===== config.mk =====
export PLATFORM = sky130hd
export DESIGN_NAME = spi_target
export DESIGN_NICKNAME = d
export VERILOG_FILES = /design/src/rtl/spi_target.sv
export SDC_FILE = /design/constraint.sdc
export NUM_CORES = 1
export LEC_CHECK = 0
export ABC_AREA = 1
export BUFFER_PORTS_ARGS = -buffer_cell sky130_fd_sc_hd__buf_2
export CORE_MARGIN = 5
export CORE_UTILIZATION = 47
export CTS_BUF_LIST = sky130_fd_sc_hd__clkbuf_4
export CTS_CLUSTER_DIAMETER = 80
export DETAILED_ROUTE_END_ITERATION = 6
export GPL_TIMING_DRIVEN = 0
export PLACE_DENSITY = 0.68
export SLEW_MARGIN = 25
export SYNTH_ARGS = -nofsm -noshare
export SYNTH_HDL_FRONTEND = slang
export SYNTH_SLANG_ARGS = --single-unit

===== constraint.sdc =====
create_clock -name CLK -period 1.6 [get_ports CLK]
set_input_delay 0.16 -clock CLK [delete_from_list [all_inputs] [get_ports CLK]]
set_output_delay 0.16 -clock CLK [all_outputs]
set_load 0.01 [all_outputs]

===== src/rtl/spi_target.sv =====
// spi_target: SPI mode-0 target bridging SPI transactions to a small byte register file.
//
// All SPI pins are oversampled in the CLK domain; no logic is clocked by SCK.
//
// Ports:
//   CLK      in   sole clock
//   nRESET   in   asynchronous active-low reset
//   SCK      in   SPI clock from the master (asynchronous)
//   MOSI     in   SPI data from the master (asynchronous)
//   nSS      in   target select, active low (asynchronous)
//   MISO     out  SPI data to the master
//   MISO_OE  out  high while selected; pad drives MISO only when set
//   LADDR    in   local read address
//   LDOUT    out  combinational read of regs[LADDR]
//   WSTB     out  one-CLK pulse per committed SPI write
//   WADDR    out  address of the last committed write
//
// Commands: 8'h03 addr data... = read, 8'h02 addr data... = write, 8'h9F = ID.
module spi_target #(
    parameter int unsigned DEPTH   = 16,
    parameter int unsigned AW      = 4,
    parameter logic [7:0]  ID_BYTE = 8'hA5
) (
    input  logic          CLK,
    input  logic          nRESET,
    input  logic          SCK,
    input  logic          MOSI,
    input  logic          nSS,
    output logic          MISO,
    output logic          MISO_OE,
    input  logic [AW-1:0] LADDR,
    output logic [7:0]    LDOUT,
    output logic          WSTB,
    output logic [AW-1:0] WADDR
);

    typedef enum logic [2:0] {
        StIdle,
        StCmd,
        StAddr,
        StRd,
        StWr,
        StId,
        StIgn
    } state_t;

    // Synchronisers: [0],[1] resolve metastability, [2] is the previous value for edges.
    logic [2:0]    sck_q;
    logic [2:0]    mosi_q;
    logic [2:0]    nss_q;
    logic [1:0]    sync_cnt_q;

    state_t        state_q;
    logic [2:0]    cnt_q;
    logic [7:0]    rx_q;
    logic [7:0]    tx_q;
    logic [AW-1:0] addr_q;
    logic          is_read_q;
    logic          miso_q;
    logic          miso_oe_q;
    logic          wstb_q;
    logic [AW-1:0] waddr_q;
    logic [7:0]    wdata_q;
    logic [7:0]    regs_q [DEPTH];

    logic          sck_rise;
    logic          sck_fall;
    logic          sel;
    logic          sel_rise;
    logic          sync_ok;
    logic          mosi_bit;
    logic [7:0]    rx_byte;
    logic          byte_done;
    logic [AW-1:0] addr_inc;
    logic [AW-1:0] rx_addr;

    always_ff @(posedge CLK or negedge nRESET) begin
        if (!nRESET) begin
            sck_q      <= 3'b000;
            mosi_q     <= 3'b000;
            nss_q      <= 3'b111;
            sync_cnt_q <= 2'd0;
        end else begin
            sck_q  <= {sck_q[1:0], SCK};
            mosi_q <= {mosi_q[1:0], MOSI};
            nss_q  <= {nss_q[1:0], nSS};
            if (!sync_ok) begin
                sync_cnt_q <= sync_cnt_q + 2'd1;
            end
        end
    end

    // After reset the synchroniser still holds its reset value of nSS=1; a select is
    // only trusted once every stage holds a real sample, so a master that kept nSS low
    // across reset is ignored until it deselects and selects again.
    assign sync_ok   = (sync_cnt_q == 2'd3);
    assign sck_rise  = sck_q[1] & ~sck_q[2];
    assign sck_fall  = ~sck_q[1] & sck_q[2];
    assign sel       = ~nss_q[1];
    assign sel_rise  = sel & nss_q[2] & sync_ok;
    // MOSI one stage older than the SCK sample that detects the rise: settled before it.
    assign mosi_bit  = mosi_q[2];
    assign rx_byte   = {rx_q[6:0], mosi_bit};
    assign byte_done = sck_rise & (cnt_q == 3'd7);
    assign addr_inc  = addr_q + 1'b1;
    assign rx_addr   = rx_byte[AW-1:0];

    always_ff @(posedge CLK or negedge nRESET) begin
        if (!nRESET) begin
            state_q   <= StIdle;
            cnt_q     <= 3'd0;
            rx_q      <= 8'h00;
            tx_q      <= 8'h00;
            addr_q    <= '0;
            is_read_q <= 1'b0;
            miso_q    <= 1'b1;
            miso_oe_q <= 1'b0;
            wstb_q    <= 1'b0;
            waddr_q   <= '0;
            wdata_q   <= 8'h00;
            for (int unsigned i = 0; i < DEPTH; i++) begin
                regs_q[i] <= 8'h00;
            end
        end else begin
            wstb_q <= 1'b0;
            // Commit is one cycle behind WSTB so LDOUT shows the old value in the WSTB cycle.
            if (wstb_q) begin
                regs_q[waddr_q] <= wdata_q;
            end

            if (state_q == StIdle) begin
                if (sel_rise) begin
                    state_q   <= StCmd;
                    miso_oe_q <= 1'b1;
                    miso_q    <= 1'b1;
                    tx_q      <= 8'hFF;
                    cnt_q     <= 3'd0;
                    rx_q      <= 8'h00;
                end
            end else if (!sel) begin
                // Deselect beats a coincident SCK edge; a partial byte is dropped.
                state_q   <= StIdle;
                miso_oe_q <= 1'b0;
                miso_q    <= 1'b1;
            end else begin
                if (sck_fall) begin
                    tx_q   <= {tx_q[6:0], 1'b1};
                    miso_q <= tx_q[7];
                end
                if (sck_rise) begin
                    cnt_q <= cnt_q + 3'd1;
                    rx_q  <= rx_byte;
                end
                if (byte_done) begin
                    unique case (state_q)
                        StCmd: begin
                            tx_q <= 8'hFF;
                            case (rx_byte)
                                8'h03: begin
                                    state_q   <= StAddr;
                                    is_read_q <= 1'b1;
                                end
                                8'h02: begin
                                    state_q   <= StAddr;
                                    is_read_q <= 1'b0;
                                end
                                8'h9F: begin
                                    state_q <= StId;
                                    tx_q    <= ID_BYTE;
                                end
                                default: state_q <= StIgn;
                            endcase
                        end
                        StAddr: begin
                            addr_q <= rx_addr;
                            if (is_read_q) begin
                                tx_q    <= regs_q[rx_addr];
                                state_q <= StRd;
                            end else begin
                                tx_q    <= 8'hFF;
                                state_q <= StWr;
                            end
                        end
                        StRd: begin
                            addr_q <= addr_inc;
                            tx_q   <= regs_q[addr_inc];
                        end
                        StWr: begin
                            wstb_q  <= 1'b1;
                            waddr_q <= addr_q;
                            wdata_q <= rx_byte;
                            addr_q  <= addr_inc;
                        end
                        StId: begin
                            tx_q <= 8'h00;
                        end
                        default: begin
                        end
                    endcase
                end
            end
        end
    end

    assign MISO    = miso_q;
    assign MISO_OE = miso_oe_q;
    assign WSTB    = wstb_q;
    assign WADDR   = waddr_q;
    assign LDOUT   = regs_q[LADDR];

endmodule


# Yosys cells after proc, flatten, opt, wreduce, memory -nomap -nowiden
# Index checks and enable logic that the tools add are counted.
[totals]
ff_bits = 180
out_inout_bits = 15
in_bits = 9
wordCells = 130
[classes]
addsub = 3
mux = 47
n_reduce_logical = 19
eq_ne = 12
n_lt_le_gt_ge = 5
bitwise = 13
[op_table]
columns = ["op", "n"]
rows = [
  ["bitwise mux 128 bit", 1],
  ["two-way mux 8 bit", 13],
  ["binary-select mux 8 bit (select 4 bit)", 3],
  ["two-way mux 7 bit", 5],
  ["demux 8 bit (select 4 bit)", 1],
  ["one-hot mux 8 bit (4 select lines)", 1],
  ["two-way mux 3 bit", 9],
  [">= comparator 5 bit (second input constant)", 4],
  ["inverter 4 -> 5 bit", 4],
  ["== test 8 x 2 -> 1 bit (second input constant)", 2],
  ["one-hot mux 3 bit (2 select lines)", 2],
  ["two-way mux 1 bit", 10],
  ["== test 3 bit (second input constant)", 3],
  ["== test 8 bit (second input constant)", 1],
  ["one-hot mux 4 bit (2 select lines)", 1],
  ["AND reduction 4 bit", 2],
  ["nonzero test 2 bit", 4],
  ["== test 3 x 2 -> 1 bit (second input constant)", 2],
  ["AND reduction 2 bit", 3],
  ["AND reduction 3 bit", 2],
  ["nonzero test 3 bit", 2],
  ["AND 1 bit", 5],
  ["less-than comparator 5 x 1 -> 1 bit (second input constant)", 1],
  ["AND reduction 5 bit", 1],
  ["other kinds (13)", 17],
]

# Longest topological paths before layout
# Gate-level depths: netlist of the first run.
[depth]
ltp_word = 9
depth_mapped = 14
mapped_depth_nobuf = 13

# Worst setup path before layout of the first run
# No wires, ideal clock.
[synth_path]
kind = "reg-to-reg"
startpoint = "reg addr_q[0]"
endpoint = "reg tx_q[6]"
path_stages_with_launch = 12
setup_time_ns = 0.073
t_arrival_ns = 1.698
path_buffers = 2
synth_period_minus_slack_ns = 1.771
path_slack_ns = -0.171
required_time_ns = 1.527
cell_sequence = "dfrtp_1 -> ha_1 -> buf_2 -> clkbuf_1 -> nand3_1 -> nand3_2 -> nand3_1 -> nand2_1 -> nand2_1 -> nand3_1 -> nand2_1 -> a21oi_2"
[synth_via]
elab_chain_cells = 9
[synth_lines]
columns = ["item", "line", "rtl"]
rows = [
  ["start, declared", "57", "logic [AW-1:0] addr_q;"],
  ["start signal, assigned", "175", "addr_q <= rx_addr;"],
  ["start signal, assigned", "185", "addr_q <= addr_inc;"],
  ["start signal, assigned", "192", "addr_q <= addr_inc;"],
  ["adder 4 x 1 -> 4 bit", "105", "assign addr_inc = addr_q + 1'b1;"],
  ["inverter 4 -> 5 bit (not written as such)", "186", "tx_q <= regs_q[addr_inc];"],
  ["binary-select mux 8 bit (select 4 bit)", "186", ""],
  ["two-way mux 8 bit (not written as such) (2 in series)", "186", ""],
  ["one-hot mux 8 bit (4 select lines)", "155", "unique case (state_q)"],
  ["two-way mux 8 bit", "154", "if (byte_done) begin"],
  ["two-way mux 8 bit", "140", "end else if (!sel) begin"],
  ["two-way mux 8 bit", "131", "if (state_q == StIdle) begin"],
  ["end signal, assigned", "147", "tx_q <= {tx_q[6:0], 1'b1};"],
  ["end signal, assigned", "177", "tx_q <= regs_q[rx_addr];"],
  ["end signal, assigned", "186", ""],
  ["end, declared", "56", "logic [7:0] tx_q;"],
]
# Every way passes these cells. The select of a mux whose other input is x is not followed.
# A chain may end at the register's enable or synchronous reset.

# Final worst setup path of the first run
[layout_path]
startpoint = "reg regs_q[80] (netlist name)"
endpoint = "out LDOUT[0]"
[layout_via]
elab_chain_cells = 3
[layout_lines]
columns = ["item", "line", "rtl"]
rows = [
  ["start, declared", "64", "logic [7:0] regs_q [DEPTH];"],
  ["start signal, assigned by index", "128", "regs_q[waddr_q] <= wdata_q;"],
  ["binary-select mux 8 bit (select 4 bit)", "209", "assign LDOUT = regs_q[LADDR];"],
  ["two-way mux 8 bit (not written as such) (2 in series)", "209", ""],
  ["end, declared", "32", "output logic [7:0] LDOUT,"],
]
# Every way passes these cells. The select of a mux whose other input is x is not followed.

==> Implementation_results.wiki, run 1 <==
{| class="wikitable"
! Metric !! Value
|-
| Pin count of the biggest net entering global routing || between 80 and 90
|-
| Detail-routed via count per cell || 6.00
|-
| Number of synthesis warnings || 0
|-
| Number of placed instances, taps included || just under 2000
|-
| Sequential standard cell area || 0.00453 mm2
|-
| Worst Setup Slack post-DPL || -0.819 ns
|-
| CTS Buf Count || 17
|-
| Die X-Extent || around 160 um
|-
| Pwr/cell area || 813 mW/mm2
|-
| Sum of routed wire length over all layers || between 50000 and 60000 um
|-
| Detailed placement HPWL || ~38000 um
|-
| Setup repair after global routing missed its margin || yes
|-
| Detailed router's first-iteration violation count || just over 2000
|-
| First-pass GRT wire length || about 76000 um
|-
| Slowest stage cell, crit path || dfrtp_1
|-
| Antenna-violating nets left || 0
|-
| Fill cell total of the finished layout || 2232
|-
| Simple-gate portion of the synthesized area || between 20% and 30%
|-
| Initial antenna violation count || 1
|-
| Clock Tree Root || clkbuf_4
|-
| Grt met2 use || between 50% and 60%
|-
| Combinational family with the most area after synthesis || simple AND/OR/NAND/NOR gates
|-
| Final max-slew violation count || 0
|-
| Net Sw Frac || between 30 and 40%
|-
| Least setup slack across all paths after layout || -0.641 ns
|-
| Maximum buffer depth of the clock tree || 2
|-
| CTS tree || built
|-
| Worst Path Max Fanout || 2
|-
| Hold/Removal Path Class || input port to async pin
|-
| Part of the power in combinational logic || ~30%
|-
| Relative slew margins || 32.7%
|-
| P_sw || around 4.5 mW
|-
| Worst IR drop on VDD || roughly 630 uV
|-
| Share of layout cells above drive strength 1 || 25.8%
|-
| Area of combinational cells with multiple inputs || approximately 0.0064 mm2
|-
| Clock Power Share || ~27%
|-
| List of cells traversed by the critical path || inv_2 > a21oi_2 > o21ai_2 > nand2_2 > o221ai_4 > nand2_2 > buf_6
|-
| Post-Synthesis Net Count || approximately 1600
|-
| Peak per-stage delay on the critical path || 0.44 ns
|-
| GR Layer Usage met1 || between 50% and 60%
|-
| Max-capacitance violation count || 0
|-
| Outcome || finished with violations
|-
| Met3 track demand over resource || under 10%
|-
| Type of element launching the critical path || flop
|-
| Number of flops mapped to enable cells by yosys || 0
|-
| Die area || roughly 0.027 mm2
|-
| Clock latency at the later pin of the worst-skew pair || 0.64 ns
|-
| Type of the worst setup path || flop to output pin
|-
| Area overhead of the layout relative to synthesis || 25.9%
|-
| Count of distinct cell types in the synthesized netlist || 47
|-
| Multiplexer area fraction after synthesis || less than 1%
|-
| Buffers on Ports || 21
|-
| Number of cell rows || between 50 and 60
|-
| XOR/XNOR Fraction of Synth Area || less than 1%
|-
| Compound-cell area share of the yosys netlist || a little under a fifth
|-
| Io pins || 24
|-
| Final GP Congestion || 1.07
|-
| Total power || 11.5 mW
|-
| Final hold violations || 0
|-
| Synth Register Bits || 180
|-
| Die span in y || ~160 um
|-
| Data arrival time at the worst-slack endpoint || 2.08 ns
|-
| CP dominant cell by count || nand2_2
|-
| Mean cell area of the mapped netlist || 6.90 um2
|-
| Tcrit/Tclk final || 140%
|-
| Slew at the pin with the worst max-slew slack || roughly 1.0 ns
|-
| Number of levels the H-tree was split into || 4
|-
| Layer carrying the most global-route usage || met2
|-
| Reg clk slew, reported paths || roughly 0.20 ns
|-
| Global-route usage over all layers || slightly below 40%
|-
| Total standard cell area after synthesis || approximately 0.011 mm2
|-
| Adder-cell share of the synthesized area || less than 1%
|-
| Violations in the final reports || design-rule violations, negative setup slack
|-
| Design internal power || 6.93 mW
|-
| Initial core utilization || between 40% and 50%
|-
| Residual overflow from global routing || 0
|-
| Type of destination of the critical path || output pin
|-
| Via count of the first global-routing pass || ~11000
|-
| Timing-limited maximum frequency || around 0.45 GHz
|-
| Final number of setup-violating endpoints || 16
|-
| Predominant post-synthesis flop cell || dfrtp_1
|-
| CP Data Required Time || approximately 1.4 ns
|-
| Layout Skew || ~0.037 ns
|-
| Post-layout instance count excluding filler cells || between 2000 and 2500
|-
| Post-layout min period || ~2.2 ns
|-
| Sequential power share || between 40% and 50%
|-
| Synthesized instance count || 1621
|-
| Part of the Yosys area used for sequential elements || 40.3%
|-
| Final routed DRC violation total || 4
|-
| Reported leakage power || between 6 and 7 nW
|-
| Core area || 0.0235 mm2
|-
| Async S/R FF share, synth || 100%
|-
| Number of nets in the final layout || approximately 1700
|-
| Wirelength per Cell || 25.5 um
|-
| Total number of vias || between 10000 and 15000
|-
| Number of detailed-route iterations in the first pass || 7
|-
| Count of clock tree sinks || 180
|}
==> stage by stage <==
stage          instance area, um2  util [%]  setup TNS [ns]  hold slack, ns
6_report                    14100      60.0           -7.37          0.0657
5_1_grt                     14100      60.0           -7.82           0.130
4_1_cts                     13500      57.7           -6.47          0.0837
3_5_place_dp                11800      50.3          -57.95         0.00910
3_3_place_gp                11700      50.0         -496.51           0.265
2_1_floorplan               11200         -               0          -0.136
==> cell usage after synthesis, types with 5 or more instances <==
| cell | n | area [um2] |
|---|---|---|
| a21oi_1 | 71 | 355 |
| a21oi_2 | 6 | 52.6 |
| buf_2 | 34 | 170 |
| buf_4 | 6 | 45.0 |
| clkbuf_1 | 52 | 195 |
| dfrtp_1 | 176 | 4400 |
| inv_1 | 162 | 608 |
| inv_2 | 14 | 52.6 |
| nand2_1 | 566 | 2120 |
| nand3_1 | 158 | 791 |
| nand3_2 | 7 | 70.1 |
| nor2_1 | 30 | 113 |
| o211ai_1 | 18 | 135 |
| o21ai_0 | 215 | 1080 |
| o21ai_1 | 26 | 130 |
| o21bai_1 | 5 | 37.5 |
| o221ai_1 | 13 | 114 |
| o22ai_1 | 6 | 37.5 |
==> worst paths after layout <==
path / start / depth (start not counted) / slack, ns / end
min in group CLK: SCK / 2 / 0.17 / sck_q[0]
worst max-delay path: regs_q[80] / 7 / -0.64 / LDOUT[0]
worst max register to register: addr_q[0] / 12 / -0.45 / tx_q[3]
worst min register to register: nss_q[0] / 0 / 0.37 / nss_q[1]
worst min-delay path: nRESET / 3 / 0.07 / regs_q[113]
max in group asynchronous: nRESET / 3 / 0.21 / regs_q[111]
==> metal layers <==
metal	up-vias	wire, um
met2	796	22400
met1	5890	21200
met3	218	5560
met4	0	3520
li1	5504	-
met5	-	0
==> flip-flops by register name, indices dropped and copies added (netlist names) <==
| register | flops |
|---|---|
| WADDR | 4 |
| nss_q | 3 |
| sck_q | 3 |
| state_q | 3 |
| wdata_q | 8 |
| regs_q | 128 |
| MISO | 1 |
| cnt_q | 3 |
| addr_q | 4 |
| is_read_q | 1 |
| MISO_OE | 1 |
| tx_q | 8 |
| WSTB | 1 |
| rx_q | 7 |
| sync_cnt_q | 2 |
| mosi_q | 3 |
==> critical path: cells and delay by family, from the launching register on <==
family                 cells  cell delay [ns]
AND/OR/NAND/NOR            2             0.25
AO/OA/AOI/OAI              3             0.50
flip-flops                 1             0.44
buffers and inverters      2             0.25
==> placed cells by master (no fill, tap or decap), drive strengths merged, types with 5 or more instances in the layout <==
cell,netlist,final
clkinv,0,6
nor2,38,38
o21bai,5,5
clkbuf,54,59
a21oi,78,78
o211ai,18,18
dfrtp,176,176
nand2,569,569
o221ai,13,13
dlygate4sd3,0,5
buf,43,144
nand3,165,165
o21ai,244,244
o22ai,6,6
inv,178,184
==> area by class of cell <==
class	instances	share of cell area [%]
plain buffers	88	5.20
clock buffers	17	0.906
clock inverters	15	1.49
repair buffers	103	6.91
diodes	2	0.0355
well taps	319	2.83
flip-flops and latches	180	32.2
multi-input cells	1166	45.4
inverters	178	5.00
==> cell families (layout without fill, tap and decap cells) <==
logic type | Yosys count | in the layout
simple gates | 783 | 783
compound gates | 370 | 370
buf+inv | 275 | 401
flops | 180 | 180
xor+xnor | 5 | 5
fa+ha+maj | 4 | 4
mux | 4 | 4
other cells | 0 | 2
==> power groups by stage <==
stage	sequential, mW	clock (mW)	combinational (mW)
finish	4.95	3.12	3.39
global route	4.97	3.27	3.53
CTS	4.95	3.11	3.05
detailed placement	5.03	0	2.68
global placement	5.02	0	2.63
floorplan	5.00	0	1.72
==> repair_timing <==
| item | 4_1_cts | 5_1_grt |
|---|---|---|
| setup endpoints to repair | 161 | 126 |
| gates resized for setup | 263 | 112 |
| hold buffers | 5 | 0 |
| setup buffers | 45 | 26 |
| hold endpoints to repair | 180 | 0 |
| pin swaps | 61 | 62 |
| cloned | 6 | 0 |
Note: power is estimated with default switching activity, not from simulation.
==> inputs of run 2 (changes only) <==
--- a/config.mk
+++ b/config.mk
@@ -8,12 +8,12 @@
 export ABC_AREA = 1
 export BUFFER_PORTS_ARGS = -buffer_cell sky130_fd_sc_hd__buf_2
 export CORE_MARGIN = 5
-export CORE_UTILIZATION = 47
+export CORE_UTILIZATION = 50
 export CTS_BUF_LIST = sky130_fd_sc_hd__clkbuf_4
 export CTS_CLUSTER_DIAMETER = 80
 export DETAILED_ROUTE_END_ITERATION = 6
 export GPL_TIMING_DRIVEN = 0
-export PLACE_DENSITY = 0.68
+export PLACE_DENSITY = 0.71
 export SLEW_MARGIN = 25
 export SYNTH_ARGS = -nofsm -noshare
 export SYNTH_HDL_FRONTEND = slang
==> Implementation_results.wiki, run 2 (same netlist as run 1, synthesis figures left out) <==
{| class="wikitable"
! Metric !! Value
|-
| Post-layout min period || 2.23 ns (-0.0148 ns)
|-
| Pwr/cell area || 794 mW/mm2 (-2.4%)
|-
| Detailed placement HPWL || 35900 um (-4.2%)
|-
| Setup repair after global routing missed its margin || yes
|-
| Timing-limited maximum frequency || 0.449 GHz (+0.66%)
|-
| Total negative slack || -7.73 ns (-0.364 ns)
|-
| Total power || 11.1 mW (-3.0%)
|-
| Buffers on Ports || 21 (unchanged)
|-
| Largest register FFs || 128 (unchanged)
|-
| Data arrival time at the worst-slack endpoint || 2.07 ns (about the same)
|-
| Number of levels the H-tree was split into || 4 (unchanged)
|-
| Pin count of the biggest net entering global routing || 93 (+6.9%)
|-
| Outcome || finished with violations
|-
| Final GP Congestion || 1.09 (+1.8%)
|-
| Detailed router's first-iteration violation count || 2002 (-1.3%)
|-
| Number of cell rows || 54 (-3.6%)
|-
| Core area || 0.0220 mm2 (-6.4%)
|-
| Layout Skew || 0.0407 ns (+0.00346 ns)
|-
| Detail-routed via count per cell || 6.13 (+2.1%)
|-
| Count of clock tree sinks || 180 (unchanged)
|-
| Worst Path Max Fanout || 2 (unchanged)
|-
| Registers with the highest flip-flop counts || regs_q x128, tx_q x8, wdata_q x8
|-
| Number of nets in the final layout || 1753 (+0.34%)
|-
| Type of element launching the critical path || flop
|-
| Sequential power share || 44.7% (+1.5 points)
|-
| P_sw || 4.44 mW (-1.9%)
|-
| First-pass GRT wire length || 72200 um (-4.6%)
|-
| Global-route usage over all layers || 38.1% (-0.92 points)
|-
| Tcrit/Tclk final || 139% (-0.92 points)
|-
| Antenna-violating nets left || 0 (unchanged)
|-
| R2r endpoint || tx_q[6]
|-
| Clock Tree Root || clkbuf_4
|-
| CP Data Required Time || 1.44 ns (about the same)
|-
| Initial antenna violation count || 2 (+1)
|-
| Clock latency at the later pin of the worst-skew pair || 0.63 ns (about the same)
|-
| Area overhead of the layout relative to synthesis || 25.1%
|-
| Final max-slew violation count || 0 (unchanged)
|-
| Max-capacitance violation count || 0 (unchanged)
|-
| Clock Power Share || 23.7% (-3.5 points)
|-
| Reported leakage power || 6.39 nW (-0.72%)
|-
| Number of placed instances, taps included || 1923 (-2.0%)
|-
| Violations in the final reports || design-rule violations, negative setup slack
|-
| Worst Setup Slack post-DPL || -0.696 ns (+0.122 ns)
|-
| Maximum buffer depth of the clock tree || 2 (unchanged)
|-
| Type of destination of the critical path || output pin
|-
| Final routed DRC violation total || 8 (+4)
|-
| Residual overflow from global routing || 0 (unchanged)
|-
| Type of the worst setup path || flop to output pin
|-
| Slew at the pin with the worst max-slew slack || 0.922 ns (-0.0873 ns)
|-
| Sum of routed wire length over all layers || 50600 um (-3.9%)
|-
| Die area || 0.0255 mm2 (-5.6%)
|-
| Most frequent standard cell in the layout excluding fill and tap cells || nand2_1
|-
| Critical R2R Launch || rx_q[0]
|-
| Total number of vias || 12460 (+0.42%)
|-
| Register-to-register setup slack || -0.39 ns (+0.06 ns)
|-
| FF-to-FF path depth || 12 (unchanged)
|-
| Post-layout instance count excluding filler cells || 2034 (-1.6%)
|-
| Least setup slack across all paths after layout || -0.626 ns (+0.0148 ns)
|-
| Worst IR drop on VDD || 433 uV (-31%)
|-
| Number of detailed-route iterations in the first pass || 7 (unchanged)
|-
| Design internal power || 6.67 mW (-3.8%)
|-
| Part of the power in combinational logic || 31.6% (+2.0 points)
|-
| Top register by number of flip-flops || regs_q
|-
| Io pins || 24 (unchanged)
|-
| Hold/Removal Path Class || input port to async pin
|-
| Share of layout cells above drive strength 1 || 26.1% (+0.37 points)
|-
| Worst Hold Margin || 0.0891 ns (+0.0235 ns)
|-
| Final hold violations || 0 (unchanged)
|-
| Relative slew margins || 38.5% (+5.8 points)
|-
| Via count of the first global-routing pass || 11350 (-0.90%)
|-
| CTS Buf Count || 17 (unchanged)
|-
| Wirelength per Cell || 24.9 um (-2.3%)
|-
| Die span in y || 160 um (-2.9%)
|-
| CTS tree || built
|-
| Initial core utilization || 50.9% (+3.3 points)
|-
| Most used cells in the layout excluding fill and tap cells || nand2_1 (523), o21ai_0 (175), dfrtp_1 (162)
|-
| Die X-Extent || 160 um (-2.9%)
|-
| Final number of setup-violating endpoints || 26 (+10)
|-
| Net Sw Frac || 40.0% (+0.47 points)
|-
| Reg clk slew, reported paths || 0.18 ns (-0.02 ns)
|}
==> run 2: area by class of cell <==
class                      count  area, um2
clock buffer                  17        128
tap                          280        350
multi-input combinational   1166       6460
timing repair buffer         109        992
antenna                        1       2.50
fill                        1953       7970
clock inverter                15        164
buffer                        88        673
inverter                     178        697
sequential                   180       4530
==> run 2: power groups by stage <==
stage,Clock [mW],Sequential (mW),Combinational (mW)
floorplan,0,5.00,1.72
global placement,0,5.02,2.58
detailed placement,0,5.03,2.62
CTS,2.65,4.95,2.90
global route,2.86,4.99,3.69
finish,2.63,4.97,3.51
==> run 2: worst max path at each step <==
stage                     depth (start not counted)  startpoint  slack (ns)  endpoint
after global routing                              7  regs_q[53]       -0.69  LDOUT[5]
final                                             7  regs_q[53]       -0.63  LDOUT[5]
after floorplan                                  11   addr_q[0]     0.00007   tx_q[6]
after CTS                                         7  regs_q[49]       -0.55  LDOUT[1]
after detailed placement                         11   mosi_q[2]       -0.70   tx_q[6]
after global placement                            1      nRESET       -2.42  WADDR[3]
==> run 2: layer usage <==
layer / track usage [%] / vias to the layer above / wire (um)
met3: 10.6 / 237 / 6040
li1: - / 5506 / -
met2: 54.2 / 885 / 21000
met5: 0 / - / 0
met1: 52.4 / 5832 / 20200
met4: 20.9 / 0 / 3440
==> run 2: repair_timing <==
action,CTS,global route
pin swaps,46,63
endpoints found under the setup margin,162,159
hold endpoints to repair,91,0
gates resized for setup,196,211
cloned,2,4
hold buffers,4,0
setup buffers,45,39
==> run 2: metrics by stage <==
stage,util [%],area [um2]
after global routing,63.7,14000
final,63.7,14000
after detailed placement,53.4,11700
after global placement,53.3,11700
after CTS,59.6,13100
after floorplan,-,11200
==> run 2: critical path, stage by stage, from the launching register on <==
cell and delay, ns:
dfrtp_2 0.50, inv_2 0.08, a21oi_2 0.04, o21ai_1 0.12
nand2_1 0.08, o221ai_2 0.31, nand2_1 0.15, buf_2 0.16
==> inputs of run 3 (changes only) <==
--- a/config.mk
+++ b/config.mk
@@ -9,11 +9,11 @@
 export BUFFER_PORTS_ARGS = -buffer_cell sky130_fd_sc_hd__buf_2
 export CORE_MARGIN = 5
 export CORE_UTILIZATION = 50
-export CTS_BUF_LIST = sky130_fd_sc_hd__clkbuf_4
+export CTS_BUF_LIST = sky130_fd_sc_hd__clkbuf_16
 export CTS_CLUSTER_DIAMETER = 80
 export DETAILED_ROUTE_END_ITERATION = 6
 export GPL_TIMING_DRIVEN = 0
-export PLACE_DENSITY = 0.71
+export PLACE_DENSITY = 0.8
 export SLEW_MARGIN = 25
 export SYNTH_ARGS = -nofsm -noshare
 export SYNTH_HDL_FRONTEND = slang
==> Implementation_results.wiki, run 3 (same netlist as run 1, synthesis figures left out) <==
{| class="wikitable"
! Metric !! Value
|-
| Outcome || finished with violations
|-
| Violations in the final reports || design-rule violations, negative setup slack
|-
| Total number of vias || 12720 (+2.1%)
|-
| Most used cells in the layout excluding fill and tap cells || nand2_1 (535), o21ai_0 (185), dfrtp_1 (161)
|-
| Type of destination of the critical path || flop
|-
| Reg clk slew, reported paths || 0.08 ns (-0.10 ns)
|-
| Residual overflow from global routing || 0 (unchanged)
|-
| Global-route usage over all layers || 38.8% (+0.74 points)
|-
| Die X-Extent || 160 um (unchanged)
|-
| Hold/Removal Path Class || input port to async pin
|-
| CTS tree || built
|-
| Top register by number of flip-flops || regs_q
|-
| Register-to-register setup slack || -0.38 ns (about the same)
|-
| Sum of routed wire length over all layers || 50700 um (+0.26%)
|-
| Initial core utilization || 50.9% (unchanged)
|-
| Critical R2R Launch || addr_q[0]
|-
| Relative slew margins || 39.7% (+1.2 points)
|-
| Detail-routed via count per cell || 6.29 (+2.6%)
|-
| Area overhead of the layout relative to synthesis || 25.1% (about the same)
|-
| CP Data Required Time || 1.99 ns (+0.55 ns)
|-
| Pwr/cell area || 923 mW/mm2 (+16%)
|-
| Pin count of the biggest net entering global routing || 92 (-1.1%)
|-
| Die area || 0.0255 mm2 (unchanged)
|-
| Via count of the first global-routing pass || 11926 (+5.1%)
|-
| Reported leakage power || 6.45 nW (+0.87%)
|-
| Final max-slew violation count || 0 (unchanged)
|-
| R2r endpoint || tx_q[6]
|-
| Core area || 0.0220 mm2 (unchanged)
|-
| Total negative slack || -5.56 ns (+2.17 ns)
|-
| FF-to-FF path depth || 11 (-1)
|-
| Initial antenna violation count || 0 (-2)
|-
| Layout Skew || 0.0162 ns (-0.0245 ns)
|-
| Timing-limited maximum frequency || 0.506 GHz (+13%)
|-
| Largest register FFs || 128 (unchanged)
|-
| Least setup slack across all paths after layout || -0.376 ns (+0.249 ns)
|-
| Number of nets in the final layout || 1744 (-0.51%)
|-
| Setup repair after global routing missed its margin || yes
|-
| Tcrit/Tclk final || 124% (-16 points)
|-
| Final hold violations || 0 (unchanged)
|-
| Number of detailed-route iterations in the first pass || 7 (unchanged)
|-
| Cell area after layout || 0.0140 mm2 (about the same)
|-
| Number of cell rows || 54 (unchanged)
|-
| Placed Area || 0.0117 mm2 (unchanged)
|-
| Ant diodes || 0 (-1)
|-
| Detailed router's first-iteration violation count || 2149 (+7.3%)
|-
| Antenna-violating nets left || 0 (unchanged)
|-
| Clock latency at the later pin of the worst-skew pair || 0.46 ns (-0.17 ns)
|-
| CTS Buf Count || 17 (unchanged)
|-
| Clock Tree Root || clkbuf_16
|-
| Count of clock tree sinks || 180 (unchanged)
|-
| Data arrival time at the worst-slack endpoint || 2.37 ns (+0.30 ns)
|-
| Detailed placement HPWL || 35100 um (-2.4%)
|-
| Total power || 12.9 mW (+16%)
|-
| Buffers on Ports || 21 (unchanged)
|-
| Registers with the highest flip-flop counts || regs_q x128, tx_q x8, wdata_q x8
|-
| Worst Path Max Fanout || 7 (+5)
|-
| First-pass GRT wire length || 73900 um (+2.4%)
|-
| Share of layout cells above drive strength 1 || 25.3% (-0.83 points)
|-
| Die span in y || 160 um (unchanged)
|-
| Number of levels the H-tree was split into || 4 (unchanged)
|-
| Worst IR drop on VDD || 528 uV (+22%)
|-
| Fill cell total of the finished layout || 1899 (-2.8%)
|-
| Type of the worst setup path || flop to flop
|-
| Maximum buffer depth of the clock tree || 2 (unchanged)
|-
| Wirelength per Cell || 25.1 um (+0.80%)
|-
| Final routed DRC violation total || 17 (+9)
|-
| Io pins || 24 (unchanged)
|-
| Final number of setup-violating endpoints || 18 (-31%)
|-
| Type of element launching the critical path || flop
|-
| Max-capacitance violation count || 0 (unchanged)
|-
| Post-Route Utilization || 63.7% (about the same)
|-
| Post-layout min period || 1.98 ns (-0.249 ns)
|-
| Most frequent standard cell in the layout excluding fill and tap cells || nand2_1
|-
| Final GP Congestion || 1.16 (+7.0%)
|-
| Slew at the pin with the worst max-slew slack || 0.905 ns (-0.0173 ns)
|}
-- run 3: power by group --
group | switching [mW] | internal [mW] | total, mW | leakage [nW]
Combinational | 2.34 | 1.24 | 3.58 | 3.75
Clock | 2.14 | 2.22 | 4.36 | 0.287
Sequential | 0.204 | 4.77 | 4.98 | 2.41
Total | 4.68 | 8.23 | 12.9 | 6.45
-- run 3: how the worst max path moves through the flow --
stage                     slack, ns       endpoint       start
after global placement        -2.38  sync_cnt_q[0]      nRESET
final                         -0.38        tx_q[6]   addr_q[0]
after detailed placement      -0.69       LDOUT[2]    LADDR[0]
after CTS                     -0.31       LDOUT[3]  regs_q[51]
after floorplan             0.00007        tx_q[6]   addr_q[0]
after global routing          -0.39        tx_q[2]   addr_q[0]
-- run 3: worst max-delay path, stage by stage (launching register included) --
cell and delay, ns:
dfrtp_2 0.46, ha_4 0.41, buf_12 0.14, buf_8 0.12
nand3_1 0.10, nand3_2 0.11, nand3_1 0.13, nand2_1 0.11
nand2_1 0.06, nand3_2 0.10, nand2_2 0.05, a21oi_2 0.11
-- run 3: area by class of cell --
cell class                 count  area [um2]  area share, %
multi-input combinational   1166        6290           44.9
sequential                   180        4530           32.4
timing repair buffer         102         848           6.06
buffer                        86         691           4.94
inverter                     178         691           4.94
clock buffer                  17         425           3.04
tap                          280         350           2.50
clock inverter                14         170           1.22
-- run 3: timing repair --
action                                 4_1_cts  5_1_grt
hold buffers                                 4        0
pin swaps                                   29       50
gates cloned                                 0        2
buffers inserted                            34       40
endpoints found under the hold margin       92        0
setup endpoints to repair                  160      136
resized for setup                          187      167
-- run 3: layer usage --
layer  global-route usage (%)  wire (um)  share of wire [%]
met4                     24.2       4040                8.0
met1                     50.6      18600                 37
met3                     12.3       7020                 14
met2                     55.9      21100                 42
met5                     1.14          0                  0
-- run 3: metrics by stage --
stage / std cells / worst slack (ns) / hold WS (ns)
floorplan: 1621 / 0.0000698 / -0.136
global placement: 1922 / -2.38 / 0.265
detailed placement: 1923 / -0.688 / 0.216
CTS: 1984 / -0.312 / 0.333
global route: 2023 / -0.386 / 0.360
finish: 2023 / -0.376 / 0.297
